[config.mk]
export PLATFORM = sky130hd
export DESIGN_NAME = rot_reservation_station
export DESIGN_NICKNAME = d
export VERILOG_FILES = /design/src/rtl/rot_reservation_station_pkg.sv /design/src/rtl/rot_reservation_station_age_matrix_select.sv /design/src/rtl/rot_reservation_station.sv
export SDC_FILE = /design/constraint.sdc
export NUM_CORES = 2
export LEC_CHECK = 0
export ABC_AREA = 0
export CORE_UTILIZATION = 55
export CTS_CLUSTER_SIZE = 20
export DETAILED_ROUTE_END_ITERATION = 8
export GPL_TIMING_DRIVEN = 0
export PLACE_DENSITY = 0.85
export SYNTH_ARGS = -nofsm -noshare
export SYNTH_HDL_FRONTEND = slang
export SYNTH_SLANG_ARGS = --single-unit
[constraint.sdc]
create_clock -name clk -period 5.1 [get_ports clk]
set_input_delay 1.02 -clock clk [delete_from_list [all_inputs] [get_ports clk]]
set_output_delay 1.02 -clock clk [all_outputs]
set_load 0.01 [all_outputs]
[src/rtl/rot_reservation_station_pkg.sv]
// Shared types for the rotate reservation station: decoded control, tagged operands,
// entry lifecycle states and the CDB snoop helper used on dispatch and wakeup.
package rot_reservation_station_pkg;

  localparam int RS_ID_WIDTH_MAX = 8;
  localparam int NUM_SRC         = 4;
  localparam int SRC_XER         = 3;

  typedef struct packed {
    logic [2:0] op;
    logic [4:0] sh;
    logic [4:0] mb;
    logic [4:0] me;
    logic       rc;
  } rotate_decode_t;

  typedef struct packed {
    logic                       valid;
    logic [RS_ID_WIDTH_MAX-1:0] tag;
    logic [31:0]                value;
  } rs_operand_t;

  typedef enum logic [1:0] {
    RS_FREE    = 2'd0,
    RS_WAITING = 2'd1,
    RS_ISSUED  = 2'd2
  } rs_entry_state_t;

  // A missing source takes the broadcast value when its producer tag is on the bus.
  function automatic rs_operand_t snoop_operand(rs_operand_t src, logic hit, logic [31:0] value);
    rs_operand_t res;
    res       = src;
    res.valid = src.valid | hit;
    res.value = (!src.valid && hit) ? value : src.value;
    return res;
  endfunction

endpackage

[src/rtl/rot_reservation_station_age_matrix_select.sv]
// Age-matrix oldest-first selector: tracks allocation order of N slots and returns
// the oldest slot among a ready vector as a one-hot.
module age_matrix_select
  import rot_reservation_station_pkg::*;
#(
  parameter int N = 4
) (
  input  logic         clk,
  input  logic         rst_i,
  input  logic [N-1:0] alloc_i,
  input  logic [N-1:0] ready_i,
  output logic [N-1:0] oldest_o
);

  // age_q[i][j] set means slot i was allocated before slot j
  logic [N-1:0] age_q [N];
  logic [N-1:0] age_d [N];

  always_comb begin
    for (int i = 0; i < N; i++) begin
      for (int j = 0; j < N; j++) begin
        age_d[i][j] = alloc_i[j] ? (i != j) : (alloc_i[i] ? 1'b0 : age_q[i][j]);
      end
    end
  end

  always_ff @(posedge clk) begin
    if (rst_i) begin
      for (int i = 0; i < N; i++) age_q[i] <= '0;
    end else begin
      for (int i = 0; i < N; i++) age_q[i] <= age_d[i];
    end
  end

  always_comb begin
    for (int i = 0; i < N; i++) begin
      oldest_o[i] = ready_i[i] & (&(age_q[i] | ~ready_i | (N'(1) << i)));
    end
  end

endmodule

[src/rtl/rot_reservation_station.sv]
// Reservation station for the rotate unit: holds dispatched ops until all four sources
// are valid, snoops the CDB for missing sources and issues the oldest ready op.
module rot_reservation_station
  import rot_reservation_station_pkg::*;
#(
  parameter int RS_ID_WIDTH = 5,
  parameter int NUM_ENTRIES = 4,
  parameter int RS_ID_BASE  = 0
) (
  input  logic                   clk,
  input  logic                   rst,
  input  logic                   flush,
  input  logic                   in_valid,
  output logic                   in_ready,
  input  logic [4:0]             in_result_reg_addr,
  input  rotate_decode_t         in_control,
  input  rs_operand_t            in_op1,
  input  rs_operand_t            in_op2,
  input  rs_operand_t            in_target,
  input  rs_operand_t            in_xer,
  input  logic                   cdb_valid,
  input  logic [RS_ID_WIDTH-1:0] cdb_rs_id,
  input  logic [31:0]            cdb_result,
  input  logic                   cdb_xer_valid,
  input  logic [31:0]            cdb_xer,
  output logic                   out_valid,
  input  logic                   out_ready,
  output logic [RS_ID_WIDTH-1:0] out_rs_id,
  output logic [4:0]             out_result_reg_addr,
  output logic [31:0]            out_op1,
  output logic [31:0]            out_op2,
  output logic [31:0]            out_target,
  output logic [31:0]            out_xer,
  output rotate_decode_t         out_control
);

  rs_entry_state_t state_q [NUM_ENTRIES];
  rs_entry_state_t state_d [NUM_ENTRIES];
  rs_operand_t     src_q   [NUM_ENTRIES][NUM_SRC];
  rs_operand_t     src_d   [NUM_ENTRIES][NUM_SRC];
  logic [4:0]      addr_q  [NUM_ENTRIES];
  logic [4:0]      addr_d  [NUM_ENTRIES];
  rotate_decode_t  ctrl_q  [NUM_ENTRIES];
  rotate_decode_t  ctrl_d  [NUM_ENTRIES];
  logic            in_ready_q, in_ready_d;

  logic                   out_valid_q;
  logic [RS_ID_WIDTH-1:0] out_rs_id_q;
  logic [4:0]             out_addr_q;
  logic [31:0]            out_ops_q [NUM_SRC];
  rotate_decode_t         out_control_q;

  logic [NUM_ENTRIES-1:0]       free_s, ready_s, alloc_s, sel_s;
  logic                         load_en_s, issue_s;
  rs_operand_t                  disp_src_s [NUM_SRC];
  logic [RS_ID_WIDTH_MAX-1:0]   cdb_tag_s;
  logic [RS_ID_WIDTH-1:0]       iss_id_s;
  logic [4:0]                   iss_addr_s;
  logic [$bits(rotate_decode_t)-1:0] iss_ctrl_s;
  logic [31:0]                  iss_ops_s [NUM_SRC];

  function automatic logic src_hit(logic [RS_ID_WIDTH_MAX-1:0] tag, int src);
    return cdb_valid && (tag == cdb_tag_s) && ((src != SRC_XER) || cdb_xer_valid);
  endfunction

  function automatic logic [31:0] src_value(int src);
    return (src == SRC_XER) ? cdb_xer : cdb_result;
  endfunction

  assign cdb_tag_s     = RS_ID_WIDTH_MAX'(cdb_rs_id);
  assign disp_src_s[0] = in_op1;
  assign disp_src_s[1] = in_op2;
  assign disp_src_s[2] = in_target;
  assign disp_src_s[3] = in_xer;
  assign load_en_s     = ~out_valid_q | out_ready;
  assign issue_s       = load_en_s & (|ready_s);
  // lowest FREE index wins the dispatch; isolate the lowest set bit
  assign alloc_s       = (in_valid & in_ready_q) ? (free_s & (~free_s + NUM_ENTRIES'(1))) : '0;

  always_comb begin
    for (int i = 0; i < NUM_ENTRIES; i++) begin
      free_s[i]  = (state_q[i] == RS_FREE);
      ready_s[i] = (state_q[i] == RS_WAITING);
      for (int s = 0; s < NUM_SRC; s++) ready_s[i] = ready_s[i] & src_q[i][s].valid;
    end
  end

  age_matrix_select #(.N(NUM_ENTRIES)) u_age (
    .clk      (clk),
    .rst_i    (rst | flush),
    .alloc_i  (alloc_s),
    .ready_i  (ready_s),
    .oldest_o (sel_s)
  );

  always_comb begin
    for (int i = 0; i < NUM_ENTRIES; i++) begin
      state_d[i] = state_q[i];
      addr_d[i]  = addr_q[i];
      ctrl_d[i]  = ctrl_q[i];
      for (int s = 0; s < NUM_SRC; s++) begin
        src_d[i][s] = snoop_operand(src_q[i][s], src_hit(src_q[i][s].tag, s), src_value(s));
      end
      case (state_q[i])
        RS_FREE: begin
          if (alloc_s[i]) begin
            state_d[i] = RS_WAITING;
            addr_d[i]  = in_result_reg_addr;
            ctrl_d[i]  = in_control;
            for (int s = 0; s < NUM_SRC; s++) begin
              src_d[i][s] = snoop_operand(disp_src_s[s], src_hit(disp_src_s[s].tag, s), src_value(s));
            end
          end else begin
            state_d[i] = RS_FREE;
          end
        end
        RS_WAITING: state_d[i] = (issue_s && sel_s[i]) ? RS_ISSUED : RS_WAITING;
        RS_ISSUED:  state_d[i] = (cdb_valid && (cdb_rs_id == RS_ID_WIDTH'(RS_ID_BASE + i)))
                                 ? RS_FREE : RS_ISSUED;
        default:    state_d[i] = RS_FREE;
      endcase
    end
    in_ready_d = 1'b0;
    for (int i = 0; i < NUM_ENTRIES; i++) in_ready_d = in_ready_d | (state_d[i] == RS_FREE);
  end

  // one-hot OR mux of the selected entry into the issue register
  always_comb begin
    iss_id_s   = '0;
    iss_addr_s = '0;
    iss_ctrl_s = '0;
    for (int s = 0; s < NUM_SRC; s++) iss_ops_s[s] = '0;
    for (int i = 0; i < NUM_ENTRIES; i++) begin
      iss_id_s   = iss_id_s | (RS_ID_WIDTH'(RS_ID_BASE + i) & {RS_ID_WIDTH{sel_s[i]}});
      iss_addr_s = iss_addr_s | (addr_q[i] & {5{sel_s[i]}});
      iss_ctrl_s = iss_ctrl_s | (ctrl_q[i] & {$bits(rotate_decode_t){sel_s[i]}});
      for (int s = 0; s < NUM_SRC; s++) begin
        iss_ops_s[s] = iss_ops_s[s] | (src_q[i][s].value & {32{sel_s[i]}});
      end
    end
  end

  always_ff @(posedge clk) begin
    if (rst || flush) begin
      for (int i = 0; i < NUM_ENTRIES; i++) begin
        state_q[i] <= RS_FREE;
        addr_q[i]  <= '0;
        ctrl_q[i]  <= '0;
        for (int s = 0; s < NUM_SRC; s++) src_q[i][s] <= '0;
      end
      in_ready_q    <= 1'b1;
      out_valid_q   <= 1'b0;
      out_rs_id_q   <= '0;
      out_addr_q    <= '0;
      out_control_q <= '0;
      for (int s = 0; s < NUM_SRC; s++) out_ops_q[s] <= '0;
    end else begin
      for (int i = 0; i < NUM_ENTRIES; i++) begin
        state_q[i] <= state_d[i];
        addr_q[i]  <= addr_d[i];
        ctrl_q[i]  <= ctrl_d[i];
        for (int s = 0; s < NUM_SRC; s++) src_q[i][s] <= src_d[i][s];
      end
      in_ready_q <= in_ready_d;
      if (load_en_s) begin
        out_valid_q <= issue_s;
        if (issue_s) begin
          out_rs_id_q   <= iss_id_s;
          out_addr_q    <= iss_addr_s;
          out_control_q <= rotate_decode_t'(iss_ctrl_s);
          for (int s = 0; s < NUM_SRC; s++) out_ops_q[s] <= iss_ops_s[s];
        end
      end
    end
  end

  assign in_ready            = in_ready_q;
  assign out_valid           = out_valid_q;
  assign out_rs_id           = out_rs_id_q;
  assign out_result_reg_addr = out_addr_q;
  assign out_op1             = out_ops_q[0];
  assign out_op2             = out_ops_q[1];
  assign out_target          = out_ops_q[2];
  assign out_xer             = out_ops_q[3];
  assign out_control         = out_control_q;

endmodule
After elaboration in Yosys (flattened, before gate mapping) --
Memories as Yosys holds them, arrays and structs flattened. Cells that the tools add are included.
Operators by class: mux-type cells 135, add/subtract/negate cells 1, eq/ne operators 31, bitwise logic cells 135, reductions and logical operators 89
Operator list (number):
- $mux W164 | 8
- $mux W32 | 24
- $mux W41 | 16
- $and A32 B32 Y32 | 16
- $or A32 B32 Y32 | 12
- $mux W19 | 12
- $eq A8 B5 Y1 | 20
- $and A19 B19 Y19 | 4
- $or A1 B1 Y1 | 61
- $mux W5 | 12
- $or A19 B19 Y19 | 3
- $logic_and A1 B1 Y1 | 53
- $mux W1 | 42
- $mux W2 | 12
- $pmux W2 S3 | 4
- $and A1 B1 Y1 | 22
- $and A5 B5 Y5 | 4
- $logic_not A1 Y1 | 20
- $mux W4 | 5
- $logic_not A2 Y1 | 8
- $or A5 B5 Y5 | 3
- $or A4 B4 Y4 | 3
- $reduce_and A3 Y1 | 4
- $eq A5 B2 Y1 const B | 2
- 14 further kinds | 21
Storage, ports and cells: memories kept 6, input bits 264, RAM bits 904, word-level logic and storage cells 406, bits in registers 31, output and inout port bits 159
Memory list:
- src_q | words 4, width 164, rd ports 4, clocked after Yosys merged registers in 0, write ports 4, line rot_reservation_station.sv:39 | rs_operand_t src_q [NUM_ENTRIES][NUM_SRC];
- out_ops_q | words 4, width 32, rd ports 4, clocked after Yosys merged registers in 0, write ports 4, line rot_reservation_station.sv:50 | logic [31:0] out_ops_q [NUM_SRC];
- ctrl_q | words 4, width 19, rd ports 4, clocked after Yosys merged registers in 0, write ports 4, line rot_reservation_station.sv:43 | rotate_decode_t ctrl_q [NUM_ENTRIES];
- addr_q | words 4, width 5, rd ports 4, clocked after Yosys merged registers in 0, write ports 4, line rot_reservation_station.sv:41 | logic [4:0] addr_q [NUM_ENTRIES];
- u_age.age_q | words 4, width 4, rd ports 4, clocked after Yosys merged registers in 0, write ports 4, line rot_reservation_station_age_matrix_select.sv:16 | logic [N-1:0] age_q [N];
- state_q | words 4, width 2, rd ports 4, clocked after Yosys merged registers in 0, write ports 4, line rot_reservation_station.sv:37 | rs_entry_state_t state_q [NUM_ENTRIES];

Logic depth before layout (Yosys ltp) --
An unclocked memory read counts as a cell.
depth in word-level cells 17, depth in mapped cells 10, depth with buffers taken out 5

Hierarchy --
A second synthesis with hierarchy kept.
Unflattened totals: cell total of the unflattened synthesis 3965, area total of the unflattened synthesis 40812.9 um^2
Modules (own cells, without submodules):
- rot_reservation_station | cells an instance 3910, area an instance 40287.4 um^2, instances 1, seq. area each 20339.5 um^2
- age_matrix_select | cells an instance 55, area an instance 525.5 um^2, instances 1, seq. area each 240.2 um^2

Worst setup path after synthesis --
No wires, ideal clock.
path kind input to register, start input port flush, end memory out_ops_q[0][0] (enable), path slack 0.436 ns, cell stages on the path 5, setup time 0.481 ns, data arrival time 4.183 ns, data required time 4.619 ns, buffers on the path 2, path through or2_2 > clkbuf_1 > nor2_4 > buf_2 > inv_1
RTL lines:
- from (decl) | line rot_reservation_station.sv:12 | input logic flush,
- to (decl) | line rot_reservation_station.sv:50

==> results.json <==
{
  "grt_overflow": 0,
  "netlist-cell-type-count": 62,
  "crit_fanout": 10,
  "synth_edf_count": 200,
  "post-route-period-util_pct": 80.51,
  "antenna_found_initial": 9,
  "slew_headroom_pct": -2.552,
  "setup_viol": 0,
  "cts.repair.resized": 0,
  "path_class": "primary input to flip-flop",
  "clk_pin_slew_worst_paths_ns": 0.07,
  "finalHoldViolations": 0,
  "synth_area_mm2": 0.04106,
  "critPathLaunch": "cdb_valid",
  "ys_warn_count": 0,
  "postCtsSetupRepairBufs": 0,
  "row_count": 99,
  "hpwl_um": 107000,
  "io_buffers": 414,
  "grt_pass1_vias": 36800,
  "fin_nets": 4763,
  "hold_path_startpoint": "ctrl_q[0][34]$_SDFFE_PP0P_",
  "async_flop_share_pct": 0,
  "drv_slew": 6,
  "die_h_um": 275.2,
  "cts.htree.levels": 3,
  "ys_ff_latch": 928,
  "violations": "capacitance limit, slew limit",
  "max_freq_mhz": 243.6,
  "slowest_delay_ns": 1.19,
  "stdcell_area_mm2": 0.04981,
  "synth_area_per_cell_um2": 10.30,
  "grt_use_met1_pct": 47.81,
  "rsz0062_at_grt": "no",
  "fin_worst_skew_ns": 0.04222,
  "initial_utilization_pct": 55.90,
  "worstPathRequired_ns": 5.62,
  "period_needed_ns": 4.106,
  "netlist_top_cells_area": "dfxtp_1 (35%), mux2i_1 (16%), edfxtp_1 (15%), o22ai_1 (7.8%), a22oi_1 (4.7%)",
  "vias_per_cell": 6.883,
  "p_leak_nw": 16.25,
  "grt_pass1_wl_um": 224700,
  "synthFlopType": "dfxtp_1",
  "synthCells": 3985,
  "clkSinkCount": 928,
  "final-seq-area_mm2": 0.02058,
  "tritoncts": "yes",
  "gp_congestion": 0.9992,
  "outcome": "complete, but fails checks",
  "use_met2_pct": 60.69,
  "drt_iter0_drc": 5855,
  "hold_path_class": "flip-flop to flip-flop",
  "start_kind": "primary input",
  "ctsHoldBuffers": 0,
  "core_area_mm2": 0.07345,
  "crit_slowest_cell": "nor3_2",
  "multiInputGateArea_mm2": 0.01827,
  "drv_cap": 1,
  "critical_path_arrival_ns": 4.63,
  "drc": 0,
  "ant_nets": 0,
  "chipWidth_um": 275.2,
  "yosysTopAreaCell": "dfxtp_1",
  "fill_cells": 5405,
  "dpl_cell_area_mm2": 0.04649,
  "crit_chain": "clkdlybuf4s50_1 -> nor4b_1 -> nand2_1 -> nor3_2 -> buf_4 -> mux2i_1 -> o22ai_1",
  "layout-drive-gt1-share_pct": 7.909,
  "area_growth_pct": 21.31,
  "ios": 423,
  "ys_seq_area_share_pct": 50.12,
  "top_usage_layer": "met2",
  "rr_worst_depth": 9,
  "cts_buffers": 93,
  "powerDensity_mw_per_mm2": 327.5,
  "fin_setup_tns_ns": 0,
  "holdPathStages": 2,
  "grtUsageMet3_pct": 11.33,
  "finalWirelength_um": 154300,
  "peakVddDrop_mv": 0.2830,
  "rr_startpoint": "src_q[3][40]$_SDFF_PP0_",
  "vias": 38150,
  "cts.path.max_buffers": 3,
  "yosys.area.top_type_share_pct": 35.49,
  "cts-root-buf": "clkbuf_16",
  "die_area_mm2": 0.07575,
  "worst_pin_slew_ns": 1.530,
  "grtUsageTotal_pct": 39.26,
  "avgRoutedWirePerCell_um": 27.84,
  "grt_max_degree": 95,
  "drt-pass1-iter-count": 7,
  "clkLatencyLatePin_ns": 0.69,
  "end_kind": "flip-flop"
}
[state kept, by name, summed over array words and instances, names as in the netlist]
register             flops
u_age.age_q             12
out_ops_q              128
src_q                  656
in_ready                 1
addr_q                  20
out_control             19
out_rs_id                2
out_valid                1
ctrl_q                  76
state_q                  8
out_result_reg_addr      5
[cell families after synthesis]
logic type / Yosys count / share of synthesized area, %
AOI/OAI and AO/OA: 1153 / 17.91
DFF: 928 / 50.12
and+or+nand+nor: 718 / 8.828
muxes: 640 / 15.60
buffers and inverters: 445 / 5.400
xor gates and xnor gates: 100 / 2.133
other: 1 / 0.009133
[cell type report]
type,instances,area share (%)
repair buffers,417,8.470
clock inverters,43,1.140
clock buffers,130,5.488
plain buffers,412,4.207
inverters,33,0.2587
diodes,6,0.03014
flip-flops and latches,928,41.32
multi-input cells,2614,36.68
well taps,959,2.409
[report_power, final]
| part | leakage [nW] | switching (W) | total (W) | internal [W] |
|---|---|---|---|---|
| sequential | 8.12 | 0.0000681 | 0.00770 | 0.00763 |
| combinational | 6.54 | 0.000725 | 0.00120 | 0.000471 |
| clock | 1.59 | 0.00306 | 0.00742 | 0.00437 |
[through the flow]
step | setup slack, ns | cells | power (W) | utilization, % | hold WS [ns]
final | 0.9942 | 5542 | 0.01632 | 67.81 | 0.4538
after global routing | 1.031 | 5536 | 0.01660 | 67.79 | 0.4674
after CTS | 1.259 | 5536 | 0.01620 | 67.79 | 0.4511
after detailed placement | 0.5606 | 5363 | 0.008992 | 63.30 | 0.4421
after global placement | -1.670 | 5360 | 0.008972 | 63.19 | 0.4390
after floorplan | 0.4360 | 3987 | 0.008360 | - | 0.4225
[worst paths after layout]
check / endpoint / slack [ns]
max reg2reg: out_ops_q[0][0]$_SDFFCE_PN0P_ / 1.52
min: ctrl_q[0][34]$_SDFFE_PP0P_ / 0.45
max: src_q[3][44]$_SDFF_PP0_ / 0.99
min reg2reg: ctrl_q[0][34]$_SDFFE_PP0P_ / 0.45
[metal layers]
metal	part of all wire [%]	routed length, um
met1	35	54490
met4	7.0	10830
met3	13	20340
met5	0.058	89
met2	44	68560
[cells in the final DEF, fill, tap and decap left out, types with 35 or more instances in the layout]
| cell | Yosys | final |
|---|---|---|
| a21oi_1 | 300 | 300 |
| a22oi_1 | 256 | 256 |
| and3_1 | 89 | 89 |
| buf_2 | 98 | 98 |
| buf_4 | 38 | 38 |
| buf_6 | 35 | 35 |
| clkbuf_1 | 230 | 245 |
| clkbuf_16 | 0 | 99 |
| clkdlybuf4s50_1 | 0 | 414 |
| dfxtp_1 | 728 | 728 |
| edfxtp_1 | 200 | 200 |
| mux2i_1 | 640 | 640 |
| nand2_1 | 348 | 348 |
| nand3_1 | 85 | 85 |
| nand4_1 | 62 | 62 |
| nor2_1 | 36 | 36 |
| o22ai_1 | 512 | 512 |
| xnor2_1 | 90 | 90 |
[Yosys cell counts (85+ instances only)]
| cell type | instances |
|---|---|
| a21oi_1 | 300 |
| a22oi_1 | 256 |
| and3_1 | 89 |
| buf_2 | 98 |
| clkbuf_1 | 230 |
| dfxtp_1 | 728 |
| edfxtp_1 | 200 |
| mux2i_1 | 640 |
| nand2_1 | 348 |
| nand3_1 | 85 |
| o22ai_1 | 512 |
| xnor2_1 | 90 |
[critical path, delay by kind of cell]
| kind | cells | cell delay (ns) |
|---|---|---|
| compound gates | 1 | 0.21 |
| buf+inv | 2 | 1.14 |
| mux | 1 | 0.64 |
| simple gates | 3 | 1.61 |
(Power assumes the default switching activity.)
